## config.mk

```make
export PLATFORM = sky130hd
export DESIGN_NAME = boot_loader
export DESIGN_NICKNAME = d
export VERILOG_FILES = /design/src/rtl/boot_loader_pkg.sv /design/src/rtl/boot_loader_uart_rx.sv /design/src/rtl/boot_loader.sv
export SDC_FILE = /design/constraint.sdc
export NUM_CORES = 1
export LEC_CHECK = 0
export CORE_ASPECT_RATIO = 0.75
export CORE_MARGIN = 10
export CORE_UTILIZATION = 45
export DETAILED_ROUTE_END_ITERATION = 7
export PLACE_DENSITY = 0.69
export SLEW_MARGIN = 40
export SYNTH_ARGS = -nofsm -noshare
export SYNTH_HDL_FRONTEND = slang
export SYNTH_SLANG_ARGS = --single-unit
```

## constraint.sdc

```tcl
create_clock -name clk -period 6.1 [get_ports clk]
set_input_delay 0.915 -clock clk [delete_from_list [all_inputs] [get_ports clk]]
set_output_delay 0.915 -clock clk [all_outputs]
set_load 0.02 [all_outputs]
```

## src/rtl/boot_loader_pkg.sv

```systemverilog
// Shared definitions for the boot loader: frame FSM states, UART receiver bit
// states and the default frame header byte.
package boot_loader_pkg;

  // Frame-level FSM states.
  typedef enum logic [2:0] {
    StHunt,
    StLenHi,
    StLenLo,
    StData,
    StCsum,
    StDone,
    StError
  } state_e;

  // UART receiver bit-level states.
  typedef enum logic [1:0] {
    RxIdle,
    RxStart,
    RxData,
    RxStop
  } rx_state_e;

  localparam logic [7:0] SYNC_BYTE_DEF = 8'hA5;

endpackage

```

## src/rtl/boot_loader_uart_rx.sv

```systemverilog
// uart_rx: 8N1 UART receiver with a 2-flop input synchroniser.
// Ports:
//   clk        in   system clock, rising edge
//   reset      in   asynchronous active-low reset
//   rx         in   serial line, idle high, asynchronous to clk
//   data       out  last received byte (LSB first on the line)
//   byte_valid out  one-cycle pulse when a byte ends with a good stop bit
//   frame_err  out  one-cycle pulse when the stop bit is sampled low
module uart_rx
  import boot_loader_pkg::*;
#(
  parameter int unsigned CLKS_PER_BIT = 434
) (
  input  logic       clk,
  input  logic       reset,
  input  logic       rx,
  output logic [7:0] data,
  output logic       byte_valid,
  output logic       frame_err
);

  localparam int unsigned CntW = $clog2(CLKS_PER_BIT);
  localparam logic [CntW-1:0] CntHalf = CntW'(CLKS_PER_BIT / 2 - 1);
  localparam logic [CntW-1:0] CntFull = CntW'(CLKS_PER_BIT - 1);
  localparam logic [CntW-1:0] CntOne  = CntW'(1);

  logic            r_sync1;
  logic            r_sync2;
  logic            r_prev;
  rx_state_e       r_state;
  logic [CntW-1:0] r_cnt;
  logic [2:0]      r_bit;
  logic [7:0]      r_shift;
  logic            r_byte_valid;
  logic            r_frame_err;

  always_ff @(posedge clk or negedge reset) begin
    if (!reset) begin
      r_sync1      <= 1'b1;
      r_sync2      <= 1'b1;
      r_prev       <= 1'b1;
      r_state      <= RxIdle;
      r_cnt        <= '0;
      r_bit        <= '0;
      r_shift      <= '0;
      r_byte_valid <= 1'b0;
      r_frame_err  <= 1'b0;
    end else begin
      r_sync1      <= rx;
      r_sync2      <= r_sync1;
      r_prev       <= r_sync2;
      r_byte_valid <= 1'b0;
      r_frame_err  <= 1'b0;
      case (r_state)
        RxIdle: begin
          // True falling edge only, so a line stuck low after a bad stop bit
          // does not retrigger endlessly.
          if (r_prev && !r_sync2) begin
            r_state <= RxStart;
            r_cnt   <= '0;
          end
        end
        RxStart: begin
          if (r_cnt == CntHalf) begin
            r_cnt <= '0;
            r_bit <= '0;
            // High at mid start bit means a glitch, not a frame.
            r_state <= r_sync2 ? RxIdle : RxData;
          end else begin
            r_cnt <= r_cnt + CntOne;
          end
        end
        RxData: begin
          if (r_cnt == CntFull) begin
            r_cnt   <= '0;
            r_shift <= {r_sync2, r_shift[7:1]};
            r_bit   <= r_bit + 3'd1;
            if (r_bit == 3'd7) r_state <= RxStop;
          end else begin
            r_cnt <= r_cnt + CntOne;
          end
        end
        RxStop: begin
          if (r_cnt == CntFull) begin
            r_cnt        <= '0;
            r_state      <= RxIdle;
            r_byte_valid <= r_sync2;
            r_frame_err  <= ~r_sync2;
          end else begin
            r_cnt <= r_cnt + CntOne;
          end
        end
        default: r_state <= RxIdle;
      endcase
    end
  end

  assign data       = r_shift;
  assign byte_valid = r_byte_valid;
  assign frame_err  = r_frame_err;

endmodule

```

## src/rtl/boot_loader.sv

```systemverilog
// boot_loader: receives a program image over UART and writes it into the
// program RAM write port while holding the CPU in reset.
// Frame: SYNC, LEN_HI, LEN_LO, 4*N data bytes (big-endian words), CSUM (XOR of
// data bytes).
// Ports:
//   clk        in   system clock, rising edge
//   reset      in   asynchronous active-low reset
//   rx         in   UART serial input, 8N1
//   ram_we     out  byte write enables, 4'hF for one cycle per word
//   ram_addr   out  RAM word address
//   ram_wdata  out  RAM write data
//   cpu_reset  out  CPU reset, released only after a verified load
//   busy       out  load in progress
//   done       out  sticky load-complete flag
//   error      out  framing, length or checksum fault
module boot_loader
  import boot_loader_pkg::*;
#(
  parameter int unsigned CLKS_PER_BIT = 434,
  parameter int unsigned ADDR_W       = 9,
  parameter logic [7:0]  SYNC_BYTE    = SYNC_BYTE_DEF
) (
  input  logic              clk,
  input  logic              reset,
  input  logic              rx,
  output logic [3:0]        ram_we,
  output logic [ADDR_W-1:0] ram_addr,
  output logic [31:0]       ram_wdata,
  output logic              cpu_reset,
  output logic              busy,
  output logic              done,
  output logic              error
);

  localparam int unsigned MaxWords = 1 << ADDR_W;
  localparam logic [ADDR_W:0] IdxOne = (ADDR_W + 1)'(1);

  logic [7:0]  w_byte;
  logic        w_byte_valid;
  logic        w_frame_err;
  logic [15:0] w_len_full;
  logic [31:0] w_word;

  state_e            r_state;
  logic [7:0]        r_len_hi;
  logic [15:0]       r_len;
  // One bit wider than the address so N = 2**ADDR_W does not wrap.
  logic [ADDR_W:0]   r_idx;
  logic [23:0]       r_buf;
  logic [1:0]        r_bcnt;
  logic [7:0]        r_csum;
  logic [3:0]        r_ram_we;
  logic [ADDR_W-1:0] r_ram_addr;
  logic [31:0]       r_ram_wdata;
  logic              r_cpu_reset;
  logic              r_busy;
  logic              r_done;
  logic              r_error;

  uart_rx #(
    .CLKS_PER_BIT(CLKS_PER_BIT)
  ) u_uart_rx (
    .clk       (clk),
    .reset     (reset),
    .rx        (rx),
    .data      (w_byte),
    .byte_valid(w_byte_valid),
    .frame_err (w_frame_err)
  );

  assign w_len_full = {r_len_hi, w_byte};
  assign w_word     = {r_buf, w_byte};

  always_ff @(posedge clk or negedge reset) begin
    if (!reset) begin
      r_state     <= StHunt;
      r_len_hi    <= '0;
      r_len       <= '0;
      r_idx       <= '0;
      r_buf       <= '0;
      r_bcnt      <= '0;
      r_csum      <= '0;
      r_ram_we    <= 4'h0;
      r_ram_addr  <= '0;
      r_ram_wdata <= '0;
      r_cpu_reset <= 1'b1;
      r_busy      <= 1'b0;
      r_done      <= 1'b0;
      r_error     <= 1'b0;
    end else begin
      r_ram_we <= 4'h0;
      if (w_frame_err) begin
        // Bad stop bit aborts an active or failed load; HUNT and DONE ignore it.
        if (r_state != StHunt && r_state != StDone) begin
          r_state <= StError;
          r_error <= 1'b1;
          r_busy  <= 1'b0;
        end
      end else if (w_byte_valid) begin
        case (r_state)
          StHunt, StError: begin
            if (w_byte == SYNC_BYTE) begin
              r_state <= StLenHi;
              r_error <= 1'b0;
              r_busy  <= 1'b1;
              r_idx   <= '0;
              r_bcnt  <= '0;
              r_csum  <= '0;
            end
          end
          StLenHi: begin
            r_len_hi <= w_byte;
            r_state  <= StLenLo;
          end
          StLenLo: begin
            r_len <= w_len_full;
            if (32'(w_len_full) > MaxWords) begin
              r_state <= StError;
              r_error <= 1'b1;
              r_busy  <= 1'b0;
            end else if (w_len_full == 16'd0) begin
              r_state <= StCsum;
            end else begin
              r_state <= StData;
            end
          end
          StData: begin
            r_buf  <= w_word[23:0];
            r_csum <= r_csum ^ w_byte;
            r_bcnt <= r_bcnt + 2'd1;
            if (r_bcnt == 2'd3) begin
              r_ram_we    <= 4'hF;
              r_ram_addr  <= r_idx[ADDR_W-1:0];
              r_ram_wdata <= w_word;
              r_idx       <= r_idx + IdxOne;
              if (32'(r_idx) + 32'd1 == 32'(r_len)) r_state <= StCsum;
            end
          end
          StCsum: begin
            r_busy <= 1'b0;
            if (w_byte == r_csum) begin
              r_state     <= StDone;
              r_done      <= 1'b1;
              r_cpu_reset <= 1'b0;
            end else begin
              r_state <= StError;
              r_error <= 1'b1;
            end
          end
          default: ;  // StDone: ignore traffic until reset
        endcase
      end
    end
  end

  assign ram_we    = r_ram_we;
  assign ram_addr  = r_ram_addr;
  assign ram_wdata = r_ram_wdata;
  assign cpu_reset = r_cpu_reset;
  assign busy      = r_busy;
  assign done      = r_done;
  assign error     = r_error;

endmodule

```

Yosys cells after proc, flatten, opt, wreduce, memory -nomap -nowiden
Index checks and enable logic that the tools add are counted. W data, S select, Z words.

ROM bits: 0. Memory bits (writable): 0. Register bits after elaboration: 147. Latch bits: 0. Memories kept: 0.

Magnitude comparators: 1. Equal/unequal tests: 29. $mul: 0. Muxes and demuxes: 52. Reduce and logical (&&, ||, !) cells: 27. Shift-type cells: 0. Divide/modulo/power cells: 0. Bitwise logic cells: 3. Add/sub/neg operators: 5.

Operators by type and width (number): $mux W3 (10); $mux W9 (3); $pmux W9 S3 (1); $mux W10 (2); $pmux W10 S2 (1); $eq A11 B16 Y1 (1); $gt A16 B10 Y1 const B (1); $logic_not A16 Y1 (1); $mux W2 (8); $mux W4 (4); $pmux W8 S2 (1); $mux W1 (15); $ne A3 B2 Y1 const B (5); $pmux W3 S5 (1); $reduce_and A5 Y1 (3); $reduce_and A3 Y1 (4); $reduce_and A4 Y1 (3); $reduce_and A6 Y1 (2); $add A10 B1 Y11 const B (1); $add A10 B1 Y10 const B (1); $ne A2 B1 Y1 const B (5); $add A9 B1 Y9 const B (1); $eq A3 B3 Y1 const B (3); $eq A9 B8 Y1 const B (1); 28 further kinds (39).

Longest topological paths before layout
Gate-level depths: netlist (run 1).

Word-level depth: 7. Gate-level depth with buffers: 11. Gate-level depth less buffers: 9.

Hierarchy
A second synthesis (run 1) with hierarchy kept.

Cells, all modules: 644. Area total of the unflattened synthesis: 6572.6 um2.

Modules (own cells, without submodules): boot_loader (instances 1, cells each 523, area each 5240.0 um2); uart_rx (instances 1, cells each 121, area each 1332.5 um2).

Least setup slack after synthesis (run 1)
No wires, ideal clock.

Path type: reg-to-reg. Start: register r_idx[0]. End: register r_state[2]. Required time: 6034 ps. Slack: 3899 ps. Data arrival time: 2134 ps. Period minus slack after synthesis: 2201 ps. Cell stages (with the launch flop): 9. Path through: dfrtp_1 -> ha_1 -> nand3_1 -> o21ai_1 -> o2111ai_1 -> a2111oi_2 -> o2111ai_1 -> o2111ai_2 -> o311a_1.

Word-level cells in the longest chain between the ends: 4.

Ends and longest elaborated chain: start, declared (line boot_loader.sv:48) `logic [ADDR_W:0] r_idx;`; start signal, assigned (line boot_loader.sv:135) `r_idx <= r_idx + IdxOne;`; $add A10 B1 Y11 (line boot_loader.sv:136) `if (32'(r_idx) + 32'd1 == 32'(r_len)) r_state <= StCsum;`; $eq A11 B16 Y1 (line boot_loader.sv:136); $ne A3 B2 Y1 (no line); $reduce_and A6 Y1 (no line); end signal, assigned (line boot_loader.sv:136); end signal, assigned (line boot_loader.sv:142) `r_state <= StDone;`; end signal, assigned (line boot_loader.sv:146) `r_state <= StError;`; end, declared (line boot_loader.sv:44) `state_e r_state;`.

No other way between the ends. A chain may end at the register's enable or synchronous reset.

Worst setup path in the final report (run 1)
Same ends and word-level chain as after synthesis.

==> metrics.txt, run 1 <==
xor/xnor share of the synthesized area=2.23%; portion of netlist area occupied by mux cells=8.40%; highest clock frequency the design can meet=356 MHz; total of max-cap violations=0; count of filler cells inserted in the layout=1213; setup slack on the worst flop-to-flop path=3.29 ns; buffer and inverter count on the worst path=0; non-filler cells, final=913; TritonCTS clock tree=done; final setup skew=0.00902 ns; detailed-router iteration count before antenna repair=5; residual overflow from global routing=0; unrepaired setup endpoints after global routing=false; setup slack of the critical path after layout=3.29 ns; Area growth, synth to finish=18.8%; Setup crit end kind=register; CP max FO=10; hold_sp=u_uart_rx.r_sync1; global routing usage summed across all routing layers=14.9%; number of nets in the final layout=714; total wire length=14600 µm; Final Hold Slack=0.355 ns; Worst slew margin=52.7%; number of nets with antenna violations after routing=0; wire length per cell after detailed routing=16.0 µm; post-synthesis share of cell area spent on full adders, half adders and majority gates=2.06%; Final Hold Violating Endpoints=0; die area=20100 µm²; reg2reg start=r_idx[0]; number of stages on the worst hold path=0; FF-to-FF path depth=8; number of top-level pins=52; count of flip-flops with a built-in enable after synthesis=0; RD Place Congestion=0.857; Std-Cell Core Area=14500 µm²; run status=finished, final reports clean; maximum count of clock buffers along a single path=2; sequential element share of the synthesized area=54.1%; initial antenna violation count=0; vertical die dimension=125 µm; final core utilization=54.6%; detailed-route DRC error count=0; fraction of the mapped netlist area in compound gates=9.42%; overall die width=161 µm; syn avg cell area=10.0 µm²; synthesized instance count=664; root cell of the clock tree=clkbuf_16; Cell Pwr Density=292 nW/µm²; clock slew at reported path FFs=0.06 ns; clock network latency to the later pin of the worst-skew pair=0.41 ns; number of setup buffers added after CTS=0; pin slew with the least headroom to its limit=0.708 ns; net count of the mapped netlist=678; placement-stage worst setup slack=3.07 ns; minimum clock period after layout=2.81 ns; synthesized flop and latch total=144; Tcrit/Tclk final=46.0%; Final setup violation count=0; Synth Flop Type=dfrtp_1; worst r2r dst=r_state[2]; DR vias=4866; ratio of routed vias to standard cells=5.33; number of max-slew violations in the final report=0; Critical Path AT=3.16 ns; path type of the worst min-delay path=register to register; starting density of the core=46.0%; simple logic cell fraction of the synthesized area=19.9%; critical path launch point type=register; CP Cell Sequence=ha_1 > nand3_1 > nor3_1 > nand2_1 > a21oi_1 > o2111ai_1 > o2111ai_2 > o311a_1; worst ir drop on vdd=235 µV; via count of the first global-routing pass=5000; global-route wire length before repair=25000 µm; number of clock buffers inserted by TritonCTS=17; Static Leak=3.88 nW; cell family contributing the most delay on the critical path=compound AO/OA/AOI/OAI gates; quantity of hold-fixing buffers added after cts=0; sum of net half-perimeters after detailed placement=9650 µm; Resized Gates After CTS=0; final sum of negative setup slack=0 ns; area of the mapped netlist=6670 µm²; standard-cell rows=38; Port Buffer Count=51; unique cell type count in the Yosys netlist=61; CP required=6.45 ns; pin count of the biggest net entering global routing=74; critical path's largest stage delay=0.51 ns; Cell Count Post-Placement=881; Clock Sink Count=144; number of levels in the clock H-tree=4; layout cells sized above 1=15.1%; antenna cells=0; Synthesis Warnings=0; critical path's slowest cell=dfrtp_1; DR iter-0 viols=341; Crit Path Category=register to register; async set-or-reset flop fraction in the synthesized netlist=100%; end of the worst hold path=u_uart_rx.r_sync2; dominant combinational cell family by area after synthesis=simple AND/OR/NAND/NOR gates
## sequential cells by signal, summed over array words and instances, names as in the netlist, 2 cells and up, named ones only
signal	cells
ram_wdata	32
r_buf	24
r_len	16
r_idx	10
ram_addr	9
u_uart_rx.r_cnt	9
r_csum	8
r_len_hi	8
u_uart_rx.data	8
r_state	3
u_uart_rx.r_bit	3
r_bcnt	2
## logic make-up after synthesis
group                      after synthesis
xor gates and xnor gates                17
buffers and inverters                   53
adders and majority gates               11
muxes                                   50
and+or+nand+nor                        287
AOI/OAI and AO/OA                      102
DFF                                    144
## power breakdown
part / switching (mW) / total (mW) / leakage (nW) / internal, mW
logic: 0.121 / 0.185 / 1.57 / 0.0644
clock network: 0.421 / 1.14 / 0.317 / 0.717
registers: 0.0161 / 0.989 / 1.99 / 0.973
total: 0.558 / 2.31 / 3.88 / 1.75
## layout make-up
class                   instances  area [µm²]  area share [%]
flip-flops and latches        144        3610            45.5
multi-input cells             467        2810            35.5
repair buffers                 55         546            6.89
clock buffers                  19         453            5.72
well taps                     200         250            3.16
clock inverters                13         200            2.53
inverters                      15        56.3           0.711
## synth_stat cells (all sizes together) (6+ instances only)
master  instances  share of area (%)
nand2b         13                1.2
xnor2          13                1.7
buf            15                1.4
and3           11                1.1
nand2         183                 10
o21ai          61                4.6
ha             11                2.1
nor2b           7               0.66
a21oi          10               0.75
o31ai           6               0.68
nand3          11               0.90
clkbuf         23                1.6
mux2           48                8.1
nor2           29                1.6
dfrtp         140                 53
nor4            7               0.84
nand4           6               0.79
inv            15               0.84
## stage by stage
step                      area, µm²  total power, mW
final                          7920             2.31
after global routing           7920             2.41
after CTS                      7920             2.33
after detailed placement       7270             1.19
after global placement         7260             1.17
after floorplan                6670             1.14
## per-layer routing
metal	track usage (%)	routed length (µm)	up-vias
met5	0	0	-
met4	5.06	137	0
met3	3.57	696	15
met2	23.8	7030	98
met1	19.5	6770	2426
li1	-	-	2327
## placed cells by master (no fill, tap or decap), types with 4 or more instances in the layout
master           count
nor2b_1              7
inv_6                4
nand2_1            180
clkbuf_16           17
clkdlybuf4s50_1     50
nand3_1             10
bufinv_16            4
o21ai_0             56
mux2_2              47
o31ai_1              6
ha_1                11
xor2_1               4
dfrtp_1            140
and3_1               9
a21oi_1             10
dfstp_2              4
nand4_1              5
xnor2_1             13
o21ai_1              5
nor4_1               5
nor2_1              29
inv_1               14
nand2b_1            13
## how the worst max path moves through the flow
stage                                    from       endpoint  slack [ns]  cells after the start
after CTS                 u_uart_rx.frame_err  ram_wdata[12]        3.07                      8
after global routing                 r_idx[0]     r_state[2]        3.03                      8
after floorplan                      r_idx[0]     r_state[2]        3.90                      8
final                                r_idx[0]     r_state[2]        3.29                      8
after global placement    u_uart_rx.frame_err  ram_wdata[16]        2.88                      8
after detailed placement  u_uart_rx.frame_err  ram_wdata[12]        3.07                      8
(Power assumes the default switching activity.)
==> inputs of run 2 (changes only) <==
- clock period: 6.1 -> 2.9 ns (I/O delays scaled with it)
==> metrics.txt, run 2 (synthesis gave the netlist of run 1 again) <==
run status=complete, but fails checks; violations in the final reports=hold timing; CP max FO=10; TritonCTS clock tree=done; net switching fraction of the power=24.8%; worst ir drop on vdd=458 µV; root cell of the clock tree=clkbuf_16; internal power component=3.58 mW; via count of the first global-routing pass=4953; Static Leak=3.89 nW; Clock Sink Count=144; number of top-level pins=52; global routing usage summed across all routing layers=15.1%; Cell Area, Placed=7310 µm²; Port Buffer Count=51; number of nets in the final layout=719; wire length per cell after detailed routing=16.0 µm; unrepaired setup endpoints after global routing=false; quantity of hold-fixing buffers added after cts=0; detailed-router iteration count before antenna repair=5; die area=20100 µm²; Cell Count Post-Placement=886; global-route wire length before repair=25100 µm; number of max-slew violations in the final report=0; clock slew at reported path FFs=0.06 ns; Cell Pwr Density=600 nW/µm²; number of clock buffers inserted by TritonCTS=17; sequential power share=43.7%; DR iter-0 viols=339; pin count of the biggest net entering global routing=68; RD Place Congestion=0.874; Resized Gates After CTS=0; minimum clock period after layout=2.64 ns; final sum of negative setup slack=0 ns; residual overflow from global routing=0; Area growth, synth to finish=19.0%; ratio of routed vias to standard cells=5.30; pin slew with the least headroom to its limit=0.701 ns; total of max-cap violations=0; setup slack on the worst flop-to-flop path=0.26 ns; Final setup violation count=0; DR vias=4864; combinational power share=8.1%; Crit Path Category=register to register; overall die width=161 µm; Std-Cell Core Area=14500 µm²; starting density of the core=46.0%; sum of net half-perimeters after detailed placement=9940 µm; initial antenna violation count=0; critical path launch point type=register; clock network latency to the later pin of the worst-skew pair=0.43 ns; commonest cells after routing, fill and taps aside=nand2_1, dfrtp_1, o21ai_0; total net switching power=1.18 mW; finished layout cell area=7940 µm²; Final Hold Violating Endpoints=3; commonest non-fill, non-tap cell in the layout=nand2_1; clock network fraction of total power=48.2%; Final Hold Slack=-0.0113 ns; highest clock frequency the design can meet=378 MHz; Tcrit/Tclk final=91.1%; vertical die dimension=125 µm; CP required=3.26 ns; non-filler cells, final=918; standard-cell rows=38; number of nets with antenna violations after routing=0; number of setup buffers added after CTS=0; total wire length=14700 µm; detailed-route DRC error count=0; layout cells sized above 1=15.3%; Setup crit end kind=register; final core utilization=54.7%; flip-flop count of the largest register after layout=32; maximum count of clock buffers along a single path=2; Critical Path AT=3.00 ns; antenna cells=0; path type of the worst min-delay path=input pin to asynchronous set/reset pin; final setup skew=0.00820 ns; Worst slew margin=53.2%; number of levels in the clock H-tree=4
run 2: cell type report:
class | instances | area [µm²]
sequential | 144 | 3610
timing repair buffer | 60 | 592
tap | 200 | 250
multi-input combinational | 467 | 2810
inverter | 15 | 56.3
fill | 1274 | 6570
clock buffer | 19 | 443
clock inverter | 13 | 178
run 2: worst paths after layout:
kind | from | end | depth (start not counted)
worst max-delay path | r_idx[0] | r_state[2] | 8
min in group clk | u_uart_rx.r_sync1 | u_uart_rx.r_sync2 | 0
worst min register to register | u_uart_rx.r_sync1 | u_uart_rx.r_sync2 | 0
worst min-delay path | reset | done | 1
worst max register to register | r_idx[0] | r_state[2] | 8
max in group asynchronous | reset | ram_we[2] | 2
run 2: per-stage QoR:
step / power [mW] / worst slack (ns)
2_1_floorplan: 2.39 / 0.699
3_3_place_gp: 2.47 / 0.436
3_5_place_dp: 2.51 / 0.329
4_1_cts: 4.80 / 0.313
5_1_grt: 4.96 / 0.0869
6_report: 4.76 / 0.257
run 2: power groups by stage:
| stage | combinational [mW] | sequential, mW | clock (mW) |
|---|---|---|---|
| floorplan | 0.283 | 2.11 | 0 |
| global placement | 0.361 | 2.11 | 0 |
| detailed placement | 0.392 | 2.12 | 0 |
| CTS | 0.392 | 2.08 | 2.33 |
| global route | 0.443 | 2.09 | 2.43 |
| finish | 0.387 | 2.08 | 2.29 |
run 2: per-layer routing:
metal / global-route usage, % / vias to the layer above / share of wire [%]
met5: 0 / - / 0
met2: 23.1 / 118 / 45
met1: 19.8 / 2403 / 48
met3: 4.89 / 16 / 5.7
li1: - / 2327 / -
met4: 5.17 / 0 / 1.3
run 2: worst max-delay path, stage by stage, from the launching register on:
cell and delay [ns]:
dfrtp_1 0.50, ha_1 0.31, nand3_1 0.29, o21ai_1 0.21, o2111ai_1 0.16, a2111oi_2 0.35, o2111ai_1 0.22, o2111ai_2 0.32
o311a_1 0.22
==> inputs of run 3 (changes only) <==
- CAP_MARGIN: unset -> 20
==> results of run 3 <==
The final DEF is identical to that of run 2; final timing and power are the same.
